$ cat config.mk
export PLATFORM = sky130hd
export DESIGN_NAME = scan_decoder_flat
export DESIGN_NICKNAME = d
export VERILOG_FILES = /design/src/rtl/decoder_pkg.sv /design/src/rtl/scan_decoder_if.sv /design/src/rtl/sel_decode.sv /design/src/rtl/scan_decoder.sv /design/src/flat_wrapper.sv
export SDC_FILE = /design/constraint.sdc
export NUM_CORES = 1
export LEC_CHECK = 0
export BUFFER_PORTS_ARGS = -buffer_cell sky130_fd_sc_hd__buf_2
export CORE_MARGIN = 1.5
export CORE_UTILIZATION = 52
export DETAILED_ROUTE_END_ITERATION = 8
export PLACE_DENSITY_LB_ADDON = 0.05
export REMOVE_ABC_BUFFERS = 1
export SYNTH_ARGS = -nofsm -noshare
export SYNTH_HDL_FRONTEND = slang
export SYNTH_SLANG_ARGS = --single-unit
$ cat constraint.sdc
create_clock -name clk -period 4.3 [get_ports clk]
set_input_delay 0.215 -clock clk [delete_from_list [all_inputs] [get_ports clk]]
set_output_delay 0.215 -clock clk [all_outputs]
set_load 0.005 [all_outputs]
$ cat src/rtl/decoder_pkg.sv
// Shared types and helpers for the scan_decoder select generator:
// FSM state encoding, mode constants and the dwell-counter width helper.
package decoder_pkg;

    typedef enum logic [1:0] {
        IDLE   = 2'd0,
        DIRECT = 2'd1,
        SCAN   = 2'd2
    } state_t;

    localparam logic MODE_DIRECT = 1'b0;
    localparam logic MODE_SCAN   = 1'b1;

    // Ceiling log2; clog2(1) = 0 so a one-cycle dwell still gets a 1-bit counter.
    function automatic int clog2(input int value);
        int r;
        int v;
        r = 0;
        v = value - 1;
        while (v > 0) begin
            r = r + 1;
            v = v >> 1;
        end
        return r;
    endfunction

endpackage

$ cat src/rtl/scan_decoder_if.sv
// Control/select bundle between a peripheral controller (master) and the
// scan_decoder (slave).
interface scan_decoder_if #(
    parameter int SEL_W = 3
);
    logic                  enable;
    logic                  mode;
    logic [SEL_W-1:0]      a;
    logic [2**SEL_W-1:0]   y;
    logic [SEL_W-1:0]      idx;
    logic                  valid;
    logic                  wrap;

    modport master (output enable, mode, a, input y, idx, valid, wrap);
    modport slave  (input enable, mode, a, output y, idx, valid, wrap);
endinterface

$ cat src/rtl/sel_decode.sv
// Combinational index to select-line converter: one-hot (bit idx only) or
// thermometer (bits 0..idx) coding.
module sel_decode #(
    parameter int SEL_W  = 3,
    parameter int THERMO = 0
) (
    input  logic [SEL_W-1:0]    idx_i,
    output logic [2**SEL_W-1:0] y_o
);

    for (genvar gi = 0; gi < 2**SEL_W; gi++) begin : g_bit
        localparam logic [SEL_W-1:0] K = SEL_W'(gi);
        if (THERMO != 0) begin : g_thermo
            assign y_o[gi] = (K <= idx_i);
        end else begin : g_onehot
            assign y_o[gi] = (K == idx_i);
        end
    end

endmodule

$ cat src/rtl/scan_decoder.sv
// Registered select generator: DIRECT decodes the external index, SCAN sweeps
// every output with a programmable dwell. All outputs come straight from flops.
module scan_decoder
    import decoder_pkg::*;
#(
    parameter int SEL_W  = 3,
    parameter int DWELL  = 4,
    parameter int THERMO = 0
) (
    input  logic           clk,
    input  logic           reset_n,
    scan_decoder_if.slave  bus
);

    localparam int N_OUT = 2**SEL_W;
    localparam int CNT_W = clog2(DWELL) + 1;
    localparam logic [CNT_W-1:0] CNT_LAST = CNT_W'(DWELL - 1);
    localparam logic [SEL_W-1:0] IDX_LAST = {SEL_W{1'b1}};

    state_t             state_q, state_d;
    logic [SEL_W-1:0]   idx_q, idx_d;
    logic [CNT_W-1:0]   cnt_q, cnt_d;
    logic               valid_q, valid_d;
    logic               wrap_q, wrap_d;
    logic [N_OUT-1:0]   y_q;
    logic [N_OUT-1:0]   dec_y;

    // Defaults describe IDLE, so a dropped enable always wins over dwell expiry.
    always_comb begin
        state_d = IDLE;
        idx_d   = '0;
        cnt_d   = '0;
        valid_d = 1'b0;
        wrap_d  = 1'b0;
        if (bus.enable) begin
            case (bus.mode)
                MODE_DIRECT: begin
                    state_d = DIRECT;
                    idx_d   = bus.a;
                    valid_d = 1'b1;
                end
                MODE_SCAN: begin
                    state_d = SCAN;
                    valid_d = 1'b1;
                    // Entering SCAN keeps the zeroed defaults: sweep restarts at 0.
                    if (state_q == SCAN) begin
                        if (cnt_q == CNT_LAST) begin
                            idx_d  = idx_q + 1'b1;
                            wrap_d = (idx_q == IDX_LAST);
                        end else begin
                            idx_d = idx_q;
                            cnt_d = cnt_q + 1'b1;
                        end
                    end
                end
            endcase
        end
    end

    // Decode the next index so y lands in the same flop stage as idx.
    sel_decode #(
        .SEL_W  (SEL_W),
        .THERMO (THERMO)
    ) u_sel_decode (
        .idx_i (idx_d),
        .y_o   (dec_y)
    );

    always_ff @(posedge clk or negedge reset_n) begin
        if (!reset_n) begin
            state_q <= IDLE;
            idx_q   <= '0;
            cnt_q   <= '0;
            valid_q <= 1'b0;
            wrap_q  <= 1'b0;
            y_q     <= '0;
        end else begin
            state_q <= state_d;
            idx_q   <= idx_d;
            cnt_q   <= cnt_d;
            valid_q <= valid_d;
            wrap_q  <= wrap_d;
            y_q     <= valid_d ? dec_y : '0;
        end
    end

    assign bus.y     = y_q;
    assign bus.idx   = idx_q;
    assign bus.valid = valid_q;
    assign bus.wrap  = wrap_q;

endmodule

$ cat src/flat_wrapper.sv
// flat-port wrapper written by rule: the top's interface ports become plain ports
module scan_decoder_flat import decoder_pkg::*;
#(
    parameter int SEL_W  = 3,
    parameter int DWELL  = 4,
    parameter int THERMO = 0
)
  (clk, reset_n, bus_enable, bus_mode, bus_a, bus_y, bus_idx, bus_valid, bus_wrap);
  scan_decoder_if #(.SEL_W(SEL_W)) bus_i ();
  input  logic clk;
  input  logic reset_n;
  input wire logic [$bits(bus_i.enable)-1:0] bus_enable;
  input wire logic [$bits(bus_i.mode)-1:0] bus_mode;
  input wire logic [$bits(bus_i.a)-1:0] bus_a;
  output wire logic [$bits(bus_i.y)-1:0] bus_y;
  output wire logic [$bits(bus_i.idx)-1:0] bus_idx;
  output wire logic [$bits(bus_i.valid)-1:0] bus_valid;
  output wire logic [$bits(bus_i.wrap)-1:0] bus_wrap;
  assign bus_i.enable = bus_enable;
  assign bus_i.mode = bus_mode;
  assign bus_i.a = bus_a;
  assign bus_y = bus_i.y;
  assign bus_idx = bus_i.idx;
  assign bus_valid = bus_i.valid;
  assign bus_wrap = bus_i.wrap;
  scan_decoder #(.SEL_W(SEL_W), .DWELL(DWELL), .THERMO(THERMO)) u_core (.clk(clk), .reset_n(reset_n), .bus(bus_i));
endmodule
==> flow_summary_export.csv <==
group,metric,value,unit
run_status,status,"complete, no violations",
cells_and_area,n_fill_cell,113,
drt,wl_met3,31,um
timing,fin_ws,2.73,ns
power,power_frac_clock,0.342,
timing,fin_tns_setup,0,ns
cells_and_area,nets,87,
setup_path,r2r-end,"u_core.bus.y[5]",
synthesis,synth.most_common_cell,"dfrtp_1",
global_route,antenna_found_initial,0,
floorplanning,pin_count,20,
timing,hold_violations,0,
cts,numCtsBuffers,3,
cts,root_buffer,"clkbuf_4",
cells_and_area,layout-drive-gt1-share,0.421,
run,cap_violations,0,
power,p_sw,0.0674,mW
cts,clock_sinks,18,
synthesis,synth_top_cell_area_share,0.626,
timing,rsz0062_at_grt,"false",
timing,worst_slew_margin_rel,0.752,
drt,totalWireLength,1.21,mm
synthesis,synth.cells.most_frequent,"dfrtp_1 (18), nor3_1 (9), inv_1 (4)",
synthesis,async_reset_ff_frac,1.00,
cts,cts-htree-levels,1,
synthesis,yosys-top-cells-area,"dfrtp_1 (63%), nor3_1 (6.3%), ha_1 (5.2%)",
drt,wirelength_met1,496,um
drt,first_iter_violations,1,
cts,path_clk_slew,0.11,ns
drt,viasPerCell,5.16,
drt,dr.pass1.iters,3,
setup_path,required,4.48,ns
setup_path,path_class,"flip-flop to flip-flop",
timing,tightest_slew,0.372,ns
timing,whs,0.0728,ns
power,power.internal,0.235,mW
place,dp_hpwl,939,um
synthesis,synth-edff-count,0,
synthesis,syn_area,719,um2
timing,min_period,1.57,ns
power,p_sw_frac,0.223,
synthesis,synth_cell_types,19,
place,place_congestion,0.717,
setup_path,cp-startpoint,"u_core.bus.idx[0]",
cells_and_area,areaGrowthSynthToFinish,20.7,%
drt,drt-wirelength-per-cell,13.3,um
power,ir_drop,0.231,mV
timing,fin_crit_sh,0.366,
floorplanning,coreArea,0.00130,mm2
setup_path,cp.arrival,1.75,ns
synthesis,yosys.area.top_type,"dfrtp_1",
synthesis,synth_seq_cells,18,
setup_path,r2r_slack,2.73,ns
drt,drcViolationCount,0,
worst_hold_path,hp-class,"input port to flip-flop",
setup_path,ff2ff_path_depth,5,
global_route,overflow,0,
drt,highest_layer,"met4",
floorplanning,start_util,0.553,
floorplanning,die_h,40.2,um
cts,cts_tree,"built",
cells_and_area,diodes,0,
global_route,first_global_vias,438,
power,seqPwrFrac,0.581,
floorplanning,die-area,0.00162,mm2
place,pre_cts_ws,2.74,ns
setup_path,critPathCapture,"u_core.bus.y[5]",
synthesis,seq_area_frac_synth,0.626,
cts,clk_latency,0.29,ns
timing,finClkSkew,0.00447,ns
global_route,grt_max_degree,19,
timing,maxSlewViolCount,0,
synthesis,yosys_warnings,0,
global_route,track_usage,0.189,
drt,ant_nets,0,
floorplanning,die-width,40.2,um
setup_path,worstSetupEndpointType,"flip-flop",
power,p_per_area,348,mW/mm2
cells_and_area,fin_util,0.667,
timing,fmax,636,MHz
cts,cts_buffer_depth,2,
setup_path,cp-start-kind,"flip-flop",
setup_path,r2r-start,"u_core.bus.idx[0]",
setup_path,crit_path_max_fanout,5,
drt,num_vias,470,
global_route,grt_pass1_wl,1.93,mm
synthesis,synth_area_per_cell,13.6,um2
cts,cts_setup_buffers,0,
synthesis,netlist_instances,53,
place,io_buffer_count,19,
drt,met2_length,676,um
timing,setup_viol,0,
floorplanning,rows,13,
power,p_leak,0.510,nW
power,combPwrFrac,0.077,
synthesis,synth_ff_type,"dfrtp_1",
-- through the flow --
stage	power [mW]	std cells	instance area, um2
6_report	0.302	91	868
5_1_grt	0.314	91	868
4_1_cts	0.305	91	868
3_5_place_dp	0.202	86	822
3_3_place_gp	0.202	86	822
2_1_floorplan	0.190	52	708
-- cell type report --
type                            count  area (um2)  share of cell area
Multi-Input combinational cell     28         235               0.271
Tap cell                           15        18.8              0.0216
Clock buffer                        4        36.3              0.0418
Inverter                            6        22.5              0.0259
Timing Repair Buffer               20         105               0.121
Sequential cell                    18         450               0.519
-- worst min-delay path by stage --
stage / startpoint / endpoint / cells after the start
after floorplan: reset_n / u_core.bus.idx[0] / 0
after global placement: reset_n / u_core.state_q[0] / 1
after detailed placement: reset_n / u_core.bus.wrap / 1
after CTS: bus_enable / u_core.bus.valid / 1
after global routing: bus_enable / u_core.bus.valid / 1
final: bus_enable / u_core.bus.valid / 1
-- state kept, by name (all words and copies together), names as in the netlist --
| signal | cells |
|---|---|
| u_core.bus.wrap | 1 |
| u_core.bus.y | 8 |
| u_core.bus.idx | 3 |
| u_core.bus.valid | 1 |
| u_core.cnt_q | 3 |
| u_core.state_q | 2 |
-- cells by family after synthesis --
group / after synthesis / share of synthesized area
AO/OA/AOI/OAI: 4 / 0.0643
XOR/XNOR: 1 / 0.0122
adder cells (fa/ha/maj): 3 / 0.0522
buffers and inverters: 7 / 0.0470
flip-flops: 18 / 0.626
multiplexers: 2 / 0.0278
AND/OR/NAND/NOR: 18 / 0.170
-- cell usage in the layout, fill, tap and decap left out, drive strengths merged, types with 2 or more instances in the layout --
cell     n
buf     19
clkbuf   4
dfrtp   18
ha       3
inv      6
mux2i    2
nand2    2
nor3     9
nor3b    2
o21a     2
-- power by group through the flow --
stage          registers (mW)  clock network (mW)  logic (mW)
5_1_grt                 0.176               0.111      0.0267
4_1_cts                 0.176               0.105      0.0238
2_1_floorplan           0.180                   0      0.0103
3_5_place_dp            0.179                   0      0.0231
6_report                0.176               0.103      0.0232
3_3_place_gp            0.179                   0      0.0227
-- per-layer routing --
metal	track usage	vias to the layer above
li1	-	225
met1	0.214	237
met2	0.323	6
met3	0.0500	2
met4	0.100	0
met5	0	-
-- timing repair --
| item | 4_1_cts | 5_1_grt |
|---|---|---|
| endpoints found under the hold margin | 18 | 0 |
| hold buffers | 1 | 0 |
| gates resized for setup | 0 | 0 |
-- critical path, stage by stage, from the launching register on --
cell and delay [ns]:
dfrtp_1 0.42, ha_1 0.21, ha_1 0.26, mux2i_1 0.24, a2bb2oi_2 0.25, nor3_1 0.08
No activity file was read; power rests on OpenSTA's default activity.
